File: config.mk
export PLATFORM = sky130hd
export DESIGN_NAME = icache_ctrl_nway
export DESIGN_NICKNAME = d
export VERILOG_FILES = /design/src/rtl/icache_ctrl_nway.sv
export SDC_FILE = /design/constraint.sdc
export NUM_CORES = 1
export LEC_CHECK = 0
export CORE_AREA = 2 2 366 368
export DETAILED_ROUTE_END_ITERATION = 7
export DIE_AREA = 0 0 368 370
export PLACE_DENSITY = 0.38
export SYNTH_ARGS = -nofsm -noshare
export SYNTH_HDL_FRONTEND = slang
export SYNTH_SLANG_ARGS = --single-unit
File: constraint.sdc
create_clock -name i_clk -period 4.8 [get_ports i_clk]
set_clock_uncertainty 0.2 [all_clocks]
set_input_delay 1.2 -clock i_clk [delete_from_list [all_inputs] [get_ports i_clk]]
set_output_delay 1.2 -clock i_clk [all_outputs]
set_load 0.1 [all_outputs]
File: src/rtl/icache_ctrl_nway.sv
// N-way set-associative instruction cache controller with AXI4 WRAP refill and early restart.
// Optional hit/miss counters are enabled by defining ICACHE_PERF_CNT_EN.
module icache_ctrl_nway #(
    parameter int unsigned ADDR_SIZE      = 32,
    parameter int unsigned WAYS           = 4,
    parameter int unsigned WORDS_PER_LINE = 4,
    parameter int unsigned CACHE_DEPTH    = 64,
    localparam int unsigned WORD_BITS     = $clog2(WORDS_PER_LINE),
    localparam int unsigned INDEX_BITS    = $clog2(CACHE_DEPTH),
    localparam int unsigned TAG_BITS      = ADDR_SIZE - INDEX_BITS - WORD_BITS - 2,
    localparam int unsigned LINE_W        = 1 + TAG_BITS + 32 * WORDS_PER_LINE
) (
    input  logic                     i_clk,
    input  logic                     i_areset_n,
    input  logic                     i_req,
    input  logic [ADDR_SIZE-1:0]     i_addr,
    output logic                     o_ready,
    output logic                     o_instr_valid,
    output logic [31:0]              o_instruction,
    output logic                     o_bus_err,
    input  logic                     i_flush,
    output logic                     o_flush_busy,
    output logic [INDEX_BITS-1:0]    o_addr,
    output logic [WAYS-1:0]          o_we,
    output logic [LINE_W-1:0]        o_line,
    input  logic [WAYS*LINE_W-1:0]   i_line,
    input  logic [WAYS-1:0]          i_rlru,
    output logic [WAYS-1:0]          o_wlru,
    output logic                     o_we_lru,
    output logic                     o_ar_valid,
    input  logic                     i_ar_ready,
    output logic [ADDR_SIZE-1:0]     o_ar_addr,
    output logic [7:0]               o_ar_len,
    output logic [1:0]               o_ar_burst,
    input  logic                     i_r_valid,
    output logic                     o_r_ready,
    input  logic [31:0]              i_r_data,
    input  logic [1:0]               i_r_resp,
    input  logic                     i_r_last
`ifdef ICACHE_PERF_CNT_EN
   ,output logic [31:0]              o_hit_cnt,
    output logic [31:0]              o_miss_cnt
`endif
);

    localparam int unsigned WAY_BITS = (WAYS > 1) ? $clog2(WAYS) : 1;
    localparam logic [1:0]  BURST_WRAP = 2'b10;

    typedef enum logic [2:0] {
        ST_FLUSH, ST_IDLE, ST_CHK_TAG, ST_MISS_AR, ST_MISS_R, ST_FILL_WR
    } state_t;

    state_t                               state_q, state_d;
    logic [INDEX_BITS-1:0]                cnt_q;
    logic [ADDR_SIZE-1:0]                 req_addr_q;
    logic [WAY_BITS-1:0]                  victim_q;
    logic [WORDS_PER_LINE-1:0][31:0]      line_buf_q;
    logic [WORD_BITS-1:0]                 wcnt_q;
    logic                                 first_q, err_q, flush_pend_q;

    logic                                 accept, flush_start;
    logic                                 hit_any, inv_found, lru_found;
    logic [WAY_BITS-1:0]                  hit_way, inv_way, lru_way, victim_c, touch_way;
    logic [31:0]                          hit_word;
    logic [WAYS-1:0]                      touch_oh, touch_or, touch_wlru;
    logic                                 unused_addr_lsb;

    wire [INDEX_BITS-1:0] req_idx  = req_addr_q[WORD_BITS+2 +: INDEX_BITS];
    wire [WORD_BITS-1:0]  req_word = req_addr_q[2 +: WORD_BITS];
    wire [TAG_BITS-1:0]   req_tag  = req_addr_q[ADDR_SIZE-1 -: TAG_BITS];

    assign unused_addr_lsb = ^req_addr_q[1:0];
    assign o_flush_busy    = (state_q == ST_FLUSH) || flush_pend_q;

    // Tag compare plus victim choice: first invalid way, else first way with PLRU bit clear.
    always_comb begin
        hit_any   = 1'b0;
        hit_way   = '0;
        hit_word  = '0;
        inv_found = 1'b0;
        inv_way   = '0;
        lru_found = 1'b0;
        lru_way   = '0;
        for (int unsigned w = 0; w < WAYS; w++) begin
            if (!hit_any && i_line[w*LINE_W + LINE_W - 1]
                && (i_line[w*LINE_W + 32*WORDS_PER_LINE +: TAG_BITS] == req_tag)) begin
                hit_any  = 1'b1;
                hit_way  = WAY_BITS'(w);
                hit_word = i_line[w*LINE_W + 32*32'(req_word) +: 32];
            end
            if (!inv_found && !i_line[w*LINE_W + LINE_W - 1]) begin
                inv_found = 1'b1;
                inv_way   = WAY_BITS'(w);
            end
            if (!lru_found && !i_rlru[w]) begin
                lru_found = 1'b1;
                lru_way   = WAY_BITS'(w);
            end
        end
        victim_c = inv_found ? inv_way : (lru_found ? lru_way : WAY_BITS'(WAYS - 1));
    end

    // PLRU touch: set the way's bit, and restart from just that bit once all are set.
    always_comb begin
        touch_way  = (state_q == ST_CHK_TAG) ? hit_way : victim_q;
        touch_oh   = WAYS'(1) << touch_way;
        touch_or   = i_rlru | touch_oh;
        touch_wlru = (&touch_or) ? touch_oh : touch_or;
    end

    always_ff @(posedge i_clk or negedge i_areset_n) begin
        if (!i_areset_n) state_q <= ST_FLUSH;
        else             state_q <= state_d;
    end

    always_comb begin
        state_d       = state_q;
        accept        = 1'b0;
        flush_start   = 1'b0;
        o_ready       = 1'b0;
        o_instr_valid = 1'b0;
        o_instruction = '0;
        o_bus_err     = 1'b0;
        o_addr        = req_idx;
        o_we          = '0;
        o_line        = '0;
        o_wlru        = '0;
        o_we_lru      = 1'b0;
        o_ar_valid    = 1'b0;
        o_ar_addr     = '0;
        o_ar_len      = '0;
        o_ar_burst    = '0;
        o_r_ready     = 1'b0;
        case (state_q)
            ST_FLUSH: begin
                // Writes are held off while reset is asserted.
                o_addr   = cnt_q;
                o_we     = {WAYS{i_areset_n}};
                o_we_lru = i_areset_n;
                if (cnt_q == INDEX_BITS'(CACHE_DEPTH - 1)) state_d = ST_IDLE;
            end
            ST_IDLE: begin
                o_addr = i_addr[WORD_BITS+2 +: INDEX_BITS];
                if (i_flush || flush_pend_q) begin
                    flush_start = 1'b1;
                    state_d     = ST_FLUSH;
                end else begin
                    o_ready = 1'b1;
                    if (i_req) begin
                        accept  = 1'b1;
                        state_d = ST_CHK_TAG;
                    end
                end
            end
            ST_CHK_TAG: begin
                if (hit_any) begin
                    o_instr_valid = 1'b1;
                    o_instruction = hit_word;
                    o_we_lru      = (WAYS > 1);
                    o_wlru        = touch_wlru;
                    state_d       = ST_IDLE;
                end else begin
                    state_d = ST_MISS_AR;
                end
            end
            ST_MISS_AR: begin
                o_ar_valid = 1'b1;
                o_ar_addr  = {req_addr_q[ADDR_SIZE-1:2], 2'b00};
                o_ar_len   = 8'(WORDS_PER_LINE - 1);
                o_ar_burst = BURST_WRAP;
                if (i_ar_ready) state_d = ST_MISS_R;
            end
            ST_MISS_R: begin
                o_r_ready = 1'b1;
                if (i_r_valid) begin
                    o_instr_valid = first_q;
                    o_instruction = first_q ? i_r_data : 32'd0;
                    o_bus_err     = first_q && (i_r_resp != 2'b00);
                    if (i_r_last) state_d = ST_FILL_WR;
                end
            end
            ST_FILL_WR: begin
                if (!err_q) begin
                    o_we     = WAYS'(1) << victim_q;
                    o_line   = {1'b1, req_tag, line_buf_q};
                    o_we_lru = (WAYS > 1);
                    o_wlru   = touch_wlru;
                end
                if (flush_pend_q || i_flush) begin
                    flush_start = 1'b1;
                    state_d     = ST_FLUSH;
                end else begin
                    state_d = ST_IDLE;
                end
            end
            default: state_d = ST_FLUSH;
        endcase
    end

    // Request, refill and flush bookkeeping.
    always_ff @(posedge i_clk or negedge i_areset_n) begin
        if (!i_areset_n) begin
            cnt_q        <= '0;
            req_addr_q   <= '0;
            victim_q     <= '0;
            line_buf_q   <= '0;
            wcnt_q       <= '0;
            first_q      <= 1'b0;
            err_q        <= 1'b0;
            flush_pend_q <= 1'b0;
        end else begin
            if (flush_start)             cnt_q <= '0;
            else if (state_q == ST_FLUSH) cnt_q <= cnt_q + INDEX_BITS'(1);
            if (flush_start)
                flush_pend_q <= 1'b0;
            else if (i_flush && (state_q != ST_IDLE) && (state_q != ST_FLUSH))
                flush_pend_q <= 1'b1;
            if (accept) req_addr_q <= i_addr;
            if (state_q == ST_CHK_TAG) victim_q <= victim_c;
            if (state_q == ST_MISS_AR && i_ar_ready) begin
                wcnt_q  <= req_word;
                first_q <= 1'b1;
                err_q   <= 1'b0;
            end
            if (state_q == ST_MISS_R && i_r_valid) begin
                line_buf_q[wcnt_q] <= i_r_data;
                wcnt_q             <= wcnt_q + WORD_BITS'(1);
                first_q            <= 1'b0;
                err_q              <= err_q || (i_r_resp != 2'b00);
            end
        end
    end

`ifdef ICACHE_PERF_CNT_EN
    // Saturating lookup counters, untouched by fence.i.
    always_ff @(posedge i_clk or negedge i_areset_n) begin
        if (!i_areset_n) begin
            o_hit_cnt  <= '0;
            o_miss_cnt <= '0;
        end else if (state_q == ST_CHK_TAG) begin
            if (hit_any && (o_hit_cnt != 32'hFFFF_FFFF))   o_hit_cnt  <= o_hit_cnt + 32'd1;
            if (!hit_any && (o_miss_cnt != 32'hFFFF_FFFF)) o_miss_cnt <= o_miss_cnt + 32'd1;
        end
    end
`endif

endmodule
### After elaboration in Yosys (flattened, before gate mapping)

Cells that the tools add are included.

* logic and storage cells: 168
* output and inout bits: 246
* input port bits: 681
* flip-flop bits (word level): 176

* multiplexer cells: 82
* shift operators: 6
* $add $sub $neg: 5
* bitwise gates (word level): 1
* equal/unequal tests: 16
* $lt $le $gt $ge: 2
* reductions and logical operators: 44

Operator list (count)
* indexed part select 604 x 11 -> 32 bit: 2
* indexed part select 604 x 10 -> 32 bit: 1
* indexed part select 604 x 8 -> 32 bit: 1
* two-way mux 151 bit: 2
* two-way mux 32 bit: 9
* bitwise mux 128 bit: 1
* == test 22 bit: 4
* demux 32 bit (select 2 bit): 1
* case mux 32 bit (2 select lines): 1
* two-way mux 1 bit: 36
* two-way mux 2 bit: 14
* adder 9 x 7 -> 10 bit (first input constant): 2
* logical AND 1 bit: 19
* two-way mux 3 bit: 6
* case mux 3 bit (6 select lines): 1
* two-way mux 4 bit: 4
* case mux 4 bit (2 select lines): 2
* logical NOT 1 bit: 13
* two-way mux 6 bit: 2
* case mux 6 bit (2 select lines): 1
* adder 8 x 7 -> 9 bit (first input constant): 1
* inequality test 2 bit (second input constant): 4
* nonzero test 2 bit: 4
* << shifter 1 x 2 -> 4 bit (first input constant): 2
* 19 further kinds: 23

### Depth between registers and ports, before layout

Gate-level depths: netlist (run 1).

* depth in word-level cells: 22
* depth in mapped cells: 11
* depth with buffers taken out: 8

### Worst setup path after synthesis (run 1)

OpenSTA, ideal clock, no wires.

* kind: reg-to-output
* start point: reg state_q[2]
* end point: out o_instruction[0]
* data arrival time: 4918 ps
* path slack: -1518 ps
* path buffers: 3
* data required time: 3400 ps
* stages on the path, launching flop included: 8
* cells stage by stage: dfrtp_1 clkbuf_1 nor3b_1 and3_1 clkbuf_1 clkbuf_1 nand2_1 o21ai_0

* cells in the longest elaborated chain, start to end: 2
* elaborated cells between the ends (all ways): 3
* those cells by class: eq/ne: 2; mux: 1

Ends and longest elaborated chain
* start: declaration: RTL line 53 `state_t state_q, state_d;`
* start signal: assignment: RTL line 113 `else state_q <= state_d;`
* == test 3 bit / == test 3 x 2 -> 1 bit (equally long branches): RTL line 134 `case (state_q)`
* case mux 32 bit (2 select lines) *: RTL line 134
* end: declaration: RTL line 19 `output logic [31:0] o_instruction,`

Every way passes the cells marked *; elsewhere a longest branch is shown, timed or not.

### Final worst setup path (run 1)

* start point: in i_line[292]
* end point: out o_wlru[2]

* cells in the longest elaborated chain, start to end: 18
* elaborated cells between the ends (all ways): 22
* those cells by class: eq/ne: 1; shift: 1; mux: 11; bitwise: 1; reduce/logical: 8

Ends and longest elaborated chain
* start: declaration: RTL line 26 `input logic [WAYS*LINE_W-1:0] i_line,`
* == test 22 bit *: RTL line 86 `&& (i_line[w*LINE_W + 32*WORDS_PER_LINE +: TAG_BITS] == req_tag)) begin`
* logical AND 1 bit *: RTL line 86
* two-way mux 1 bit: RTL line 85 `if (!hit_any && i_line[w*LINE_W + LINE_W - 1]`
* logical NOT 1 bit: RTL line 85
* logical AND 1 bit: RTL line 85
* logical AND 1 bit: RTL line 86
* two-way mux 1 bit: RTL line 85
* logical NOT 1 bit: RTL line 85
* [... 2 more ...]
* two-way mux 2 bit: RTL line 85
* two-way mux 2 bit: RTL line 105 `touch_way = (state_q == ST_CHK_TAG) ? hit_way : victim_q;`
* << shifter 1 x 2 -> 4 bit: RTL line 106 `touch_oh = WAYS'(1) << touch_way;`
* OR 4 bit: RTL line 107 `touch_or = i_rlru | touch_oh;`
* AND reduction 4 bit: RTL line 108 `touch_wlru = (&touch_or) ? touch_oh : touch_or;`
* two-way mux 4 bit: RTL line 108
* two-way mux 4 bit (on tied branches): RTL line 183, 156
* case mux 4 bit (2 select lines) *: RTL line 134
* end: declaration: RTL line 28 `output logic [WAYS-1:0] o_wlru,`

Marks and branches as above.

==> reports/qor.csv, run 1 <==
metric;value;unit
Mapped Cells;1334;
FFs w/ async S/R, synth;1.00;
hold crit path type;reg -> reg;
antenna viol nets, final;0;
clk slew on worst S/H paths;70;ps
initial antenna violation count;81;
setup violators final;38;
CTS Buf Count;17;
first-pass GRT wire length;159000;µm
cell area power density;360;nW/µm²
cell taking the most area after synthesis;dfrtp_1;
placed cell area;27900;µm²
Starting Density;0.106;
CP Cell Sequence;buf_2, xor2_2, buf_4, buf_4, or3b_4, o41ai_4, buf_4, a2bb2oi_4, buf_12, buf_6, mux2i_2, a31oi_2, a21oi_4, buf_12;
clk sink count;174;
Worst Path Class, Setup;in -> out;
Overflow after GRT;0;
largest net degree at the start of global routing;135;
hold bufs inserted after CTS;0;
CP peak stage delay;400;ps
Syn Area/Cell;10.5;µm²
unrepaired setup endpoints after global routing;yes;
top cell type's share of synthesized area;0.310;
normalized max-slew margin;0.307;
post-route core utilization;0.233;
Yosys Warn Count;0;
first drt pass iteration count;5;
die area;136000;µm²
Place WS;-1120;ps
multi-input logic area;11200;µm²
failing checks;negative setup slack;
clk_lat worst skew;520;ps
ys flop type;dfrtp_1;
Setup crit start kind;input port;
Post-Syn Area;14000;µm²
Final min period;5240;ps
fraction of layout cells with a size suffix above 1;0.455;
Slew Limit Fails;0;
Worst-Margin Slew;1040;ps
setup TNS;-12020;ps
Vias;15800;
Critical Path AT;3840;ps
htree depth;4;
critical path required time;3400;ps
Worst path most repeated cell;buf_4;
First DRT Iteration DRCs;874;
unique cell type count in the Yosys netlist;59;
vias in the first global route;16200;
number of flops mapped to enable cells by yosys;0;
CP max stage cell;or3b_4;
commonest non-fill, non-tap cell in the layout;clkdlybuf4s50_1;
Setup crit end kind;output pin;
synth-to-layout area growth;120;%
height of the die;370;µm
Tot GR Track Use;0.177;
number of I/O pins;927;
final setup margin;-443;ps
Max Cap Viol;0;
Seq/Total Area, Yosys;0.310;
P_leak;0.0123;µW
port bufs;915;
crit path max fanout;4;
Routed WL;124000;µm
dominant cells by area after synthesis;dfrtp_1, mux4_2, mux2_2;
Clock Path Buffers;2;
CTS tree;done;
Design Area, Final;30900;µm²
DR WL/cell;29.6;µm
period utilisation layout;1.09;
# nets final;3065;
# fillers;14300;
VDD IR-drop max;0.303;mV
vias per inst;3.79;
Max Clk Rate;191;MHz
GPL Wtd Cong;0.886;
DP HPWL;104000;µm
Core Footprint;132000;µm²
register area;4360;µm²
Rows;134;
final hold vios;0;
status;finished, violations left;
most frequent cells in the layout;clkdlybuf4s50_1, buf_4, and2_1, dfrtp_1, buf_12;
DRC errors left;0;
Die Wd;368;µm
clk root buf;clkbuf_16;
post-synthesis register bit count;174;
==> state kept, by name, indices dropped and copies added, names as in the netlist <==
name          flops
err_q             1
req_addr_q       30
wcnt_q            2
state_q           3
victim_q          2
first_q           1
line_buf_q      128
cnt_q             6
flush_pend_q      1
==> metal layers <==
layer  part of all wire  wire length, µm  vias to the layer above  track usage
met4              0.023             2840                       42       0.0476
met1               0.44            54500                     8093        0.234
met3              0.060             7440                      154       0.0408
met5             0.0021              255                        -            0
met2               0.47            58800                      670        0.287
li1                   -                -                     6883            -
==> worst paths after layout <==
kind	cells after the start	slack (ps)	endpoint	start
hold / removal	1	300	line_buf_q[57]	line_buf_q[57]
hold reg to reg	1	300	line_buf_q[57]	line_buf_q[57]
min in group asynchronous	1	410	req_addr_q[26]	i_areset_n
setup reg to reg	7	1840	line_buf_q[69]	state_q[0]
max in group asynchronous	2	2690	line_buf_q[78]	i_areset_n
setup / recovery	14	-440	o_wlru[2]	i_line[292]
==> power by group <==
part	internal (µW)	total, µW	switching [µW]
logic	3380	7050	3670
registers	1930	2560	633
clock network	738	1530	793
==> final cells by class <==
type / instances / share of cell area
multi-input cells: 1026 / 0.361
repair buffers: 1152 / 0.405
diodes: 19 / 0.00154
flip-flops and latches: 174 / 0.141
clock inverters: 13 / 0.00405
inverters: 8 / 0.000971
clock buffers: 19 / 0.0143
well taps: 1768 / 0.0715
==> repair_timing <==
action,CTS,global route
pin swaps,137,78
setup endpoints to repair,38,38
buffers inserted,66,9
cloned,10,0
resized for setup,471,81
==> cell usage after synthesis (all sizes together) (12+ instances only) <==
master / number
nor2: 90
clkbuf: 82
a31oi: 33
mux2: 158
dfrtp: 174
buf: 52
mux4: 128
xor2: 48
nand3: 39
xnor2: 45
nor2b: 32
and2: 184
o21ai: 41
nand4: 21
nand2: 91
nor4: 12
a21oi: 18
==> metrics by stage <==
| step | hold slack, ps | cells | power, µW |
|---|---|---|---|
| final | 297 | 4179 | 11100 |
| after global routing | 308 | 4172 | 11700 |
| after CTS | 302 | 4159 | 11200 |
| after floorplan | 265 | 1342 | 6110 |
| after global placement | 279 | 4067 | 9020 |
| after detailed placement | 284 | 4067 | 9020 |
==> worst max-delay path, delay by kind of cell <==
kind,cells,cell delay [ps]
xor gates and xnor gates,1,180
and+or+nand+nor,1,400
AOI/OAI and AO/OA,4,840
muxes,1,210
buffers and inverters,7,1010
==> logic make-up (layout without fill, tap and decap cells) <==
kind of cell	after synthesis	after routing	synth area share
buffers and inverters	142	1192	0.0433
and+or+nand+nor	512	512	0.196
muxes	296	296	0.339
xor gates and xnor gates	93	93	0.0580
other	1	28	0.000267
AOI/OAI and AO/OA	111	111	0.0491
adders and majority gates	5	5	0.00445
DFF	174	174	0.310
(Power assumes the default switching activity.)
==> run 2, diff against run 1 <==
Settings changed: ABC_AREA set to 1, CORE_AREA 2 2 366 368 to 2 2 358 360, DIE_AREA 0 0 368 370 to 0 0 360 362, PLACE_DENSITY 0.38 to 0.39.
Clock period 4.8 ns to 5.1 ns, I/O delays scaled along.
==> run 2 against run 1 <==
Net effect: the flow now finishes without violations; largest cell class unchanged; largest power group unchanged; register-to-register slack better by 500 ps; first-iteration DRC count increased by 71%; combinational power is 7.0% higher; sequential share of layout area is 1.3 points higher; flip-flop and latch count is the same; final area fell by 8.8%.
==> reports/qor.csv, run 2 <==
metric;value;unit;change
# fillers;14400;;was 14300
Top Usage Layer GRT;met2;;unchanged
DR WL/cell;23.6;µm;was 29.6 µm
FFs w/ async S/R, synth;1.00;;unchanged
port bufs;915;;unchanged
Routed WL;120000;µm;was 124000 µm
Rows;131;;was 134
most frequent cell after synthesis;nand2_1;;was and2_1
Slew Limit Fails;0;;unchanged
Critical Path AT;3540;ps;was 3840 ps
Setup crit end kind;output pin;;unchanged
period utilisation layout;0.984;;
cell area power density;402;nW/µm²;was 360 nW/µm²
top cell type's share of synthesized area;0.298;;was 0.310
die area;130000;µm²;was 136000 µm²
synth cell count leaders;nand2_1, nor2_1, inv_1;;was and2_1, dfrtp_1, mux2_2
vias per inst;3.97;;was 3.79
cell taking the most area after synthesis;dfrtp_1;;unchanged
Starting Density;0.115;;was 0.106
initial antenna violation count;23;;was 81
Yosys Warn Count;0;;unchanged
dominant cells by area after synthesis;dfrtp_1, nand2_1, nor2_1;;was dfrtp_1, mux4_2, mux2_2
Mapped Cells;2450;;was 1334
CP max stage cell;buf_12;;was or3b_4
clk_lat worst skew;520;ps;about the same
DRC errors left;0;;unchanged
# nets final;4069;;was 3065
Die Wd;360;µm;was 368 µm
Core Footprint;127000;µm²;was 132000 µm²
setup violators final;0;;was 38
most frequent cells in the layout;nand2_1, clkdlybuf4s50_1, nor2_1, buf_4, inv_1;;was clkdlybuf4s50_1, buf_4, and2_1, dfrtp_1, buf_12
hold crit path type;reg -> reg;;unchanged
number of flip-flops in the largest register;128;;unchanged
antenna viol nets, final;0;;unchanged
Overflow after GRT;0;;unchanged
clk sink count;174;;unchanged
number of flops mapped to enable cells by yosys;0;;unchanged
First DRT Iteration DRCs;1491;;was 874
met2 track demand over resource;0.290;;was 0.287
Tot GR Track Use;0.176;;was 0.177
vias in the first global route;20100;;was 16200
final hold vios;0;;unchanged
synth-to-layout area growth;92.8;%;was 120%
met1 global-route usage;0.228;;was 0.234
normalized max-slew margin;0.283;;was 0.307
Total Power;11300;µW;was 11100 µW
Syn Area/Cell;5.97;µm²;was 10.5 µm²
Max Cap Viol;0;;unchanged
fraction of layout cells with a size suffix above 1;0.210;;was 0.455
number of I/O pins;927;;unchanged
CTS Buf Count;17;;unchanged
Setup crit start kind;input port;;unchanged
largest reg by FF count;line_buf_q;;unchanged
final setup margin;81.0;ps;was -443 ps
status;complete, no violations;;was finished, violations left
CP Cell Sequence;clkdlybuf4s15_1, inv_1, nand2_1, nand2_1, nor2_1, nand2_1, nor2_2, buf_6, nand3_4, buf_6, nand4_1, nand2_4, buf_12, buf_6, a31o_4, o21ai_4, buf_12;;was buf_2, xor2_2, buf_4, buf_4, or3b_4, o41ai_4, buf_4, a2bb2oi_4, buf_12, buf_6, mux2i_2, a31oi_2, a21oi_4, buf_12
Largest regs;line_buf_q x128, req_addr_q x30, cnt_q x6;;unchanged
unrepaired setup endpoints after global routing;yes;;unchanged
first drt pass iteration count;5;;unchanged
clk root buf;clkbuf_16;;unchanged
M3 GR Usage;0.0467;;was 0.0408
Seq/Total Area, Yosys;0.298;;was 0.310
Worst Path Class, Setup;in -> out;;unchanged
Place WS;-613;ps;was -1120 ps
htree depth;4;;unchanged
Final min period;5020;ps;
R2R setup slack;2340;ps;was 1840 ps
P_leak;0.0127;µW;was 0.0123 µW
ys flop type;dfrtp_1;;unchanged
DP HPWL;97700;µm;was 104000 µm
commonest non-fill, non-tap cell in the layout;nand2_1;;was clkdlybuf4s50_1
CTS tree;done;;unchanged
GPL Wtd Cong;0.926;;was 0.886
Worst-Margin Slew;1070;ps;was 1040 ps
first-pass GRT wire length;161000;µm;was 159000 µm
setup TNS;0;ps;was -12020 ps
critical path required time;3620;ps;was 3400 ps
Clock Path Buffers;2;;unchanged
Vias;20100;;was 15800
CP peak stage delay;220;ps;was 400 ps
hold bufs inserted after CTS;0;;unchanged
VDD IR-drop max;0.219;mV;was 0.303 mV
clk slew on worst S/H paths;70;ps;about the same
largest net degree at the start of global routing;111;;was 135
unique cell type count in the Yosys netlist;41;;was 59
crit path max fanout;8;;was 4
post-synthesis register bit count;174;;unchanged
height of the die;362;µm;was 370 µm
Post-Syn Area;14600;µm²;was 14000 µm²
Max Clk Rate;199;MHz;
-- run 2: worst max-delay path, delay by kind of cell --
| kind | cells | cell delay, ps |
|---|---|---|
| AND/OR/NAND/NOR | 8 | 870 |
| AO/OA/AOI/OAI | 2 | 370 |
| buffers and inverters | 7 | 1020 |
-- run 2: worst paths after layout --
| check | from | to | cells after the start |
|---|---|---|---|
| worst max-delay path | i_line[282] | o_instruction[20] | 17 |
| worst min-delay path | req_addr_q[6] | req_addr_q[6] | 2 |
| worst max register to register | state_q[2] | req_addr_q[14] | 9 |
| worst min register to register | req_addr_q[6] | req_addr_q[6] | 2 |
| max in group asynchronous | i_areset_n | line_buf_q[11] | 3 |
| min in group asynchronous | i_areset_n | req_addr_q[16] | 2 |
-- run 2: cell type report --
class | count | area (µm²) | share of cell area
clock buffers | 19 | 443 | 0.0157
diodes | 10 | 25.0 | 0.000888
flip-flops and latches | 174 | 4360 | 0.155
repair buffers | 1077 | 10700 | 0.381
well taps | 1662 | 2080 | 0.0738
clock inverters | 13 | 105 | 0.00373
multi-input cells | 1809 | 9280 | 0.329
inverters | 304 | 1160 | 0.0412
-- run 2: what timing repair did --
action                                  in CTS  in global routing
cloned                                       5                  0
endpoints found under the setup margin      38                 37
pin swaps                                  122                 82
buffers inserted                            13                  6
gates resized for setup                    350                123
-- run 2: kinds of logic after synthesis --
| group | after synthesis | synth area share |
|---|---|---|
| AOI/OAI and AO/OA | 637 | 0.259 |
| xor gates and xnor gates | 12 | 0.00719 |
| adders and majority gates | 5 | 0.00428 |
| buffers and inverters | 475 | 0.128 |
| DFF | 174 | 0.298 |
| other | 1 | 0.000256 |
| and+or+nand+nor | 1146 | 0.303 |
-- run 2: through the flow --
step | instances | hold WS [ps] | util | cell area (µm²)
6_report | 5068 | 293 | 0.223 | 28200
5_1_grt | 5063 | 316 | 0.222 | 28200
4_1_cts | 5056 | 292 | 0.220 | 27900
3_5_place_dp | 5008 | 274 | 0.210 | 26600
3_3_place_gp | 5008 | 273 | 0.210 | 26600
2_1_floorplan | 2458 | 253 | - | 14700
-- run 2: power breakdown --
part / switching, µW / internal (µW)
clock: 690 / 645
sequential: 422 / 2050
combinational: 5280 / 2260
total: 6390 / 4950
-- run 2: metal layers --
layer | vias up | routed length, µm
li1 | 9759 | -
met3 | 101 | 7970
met5 | - | 74
met1 | 9509 | 53200
met4 | 12 | 2530
met2 | 743 | 55700
==> run 3, diff against run 2 <==
Settings changed: CAP_MARGIN set to 10.
==> results of run 3 <==
The final DEF is identical to that of run 2; final timing and power are the same.
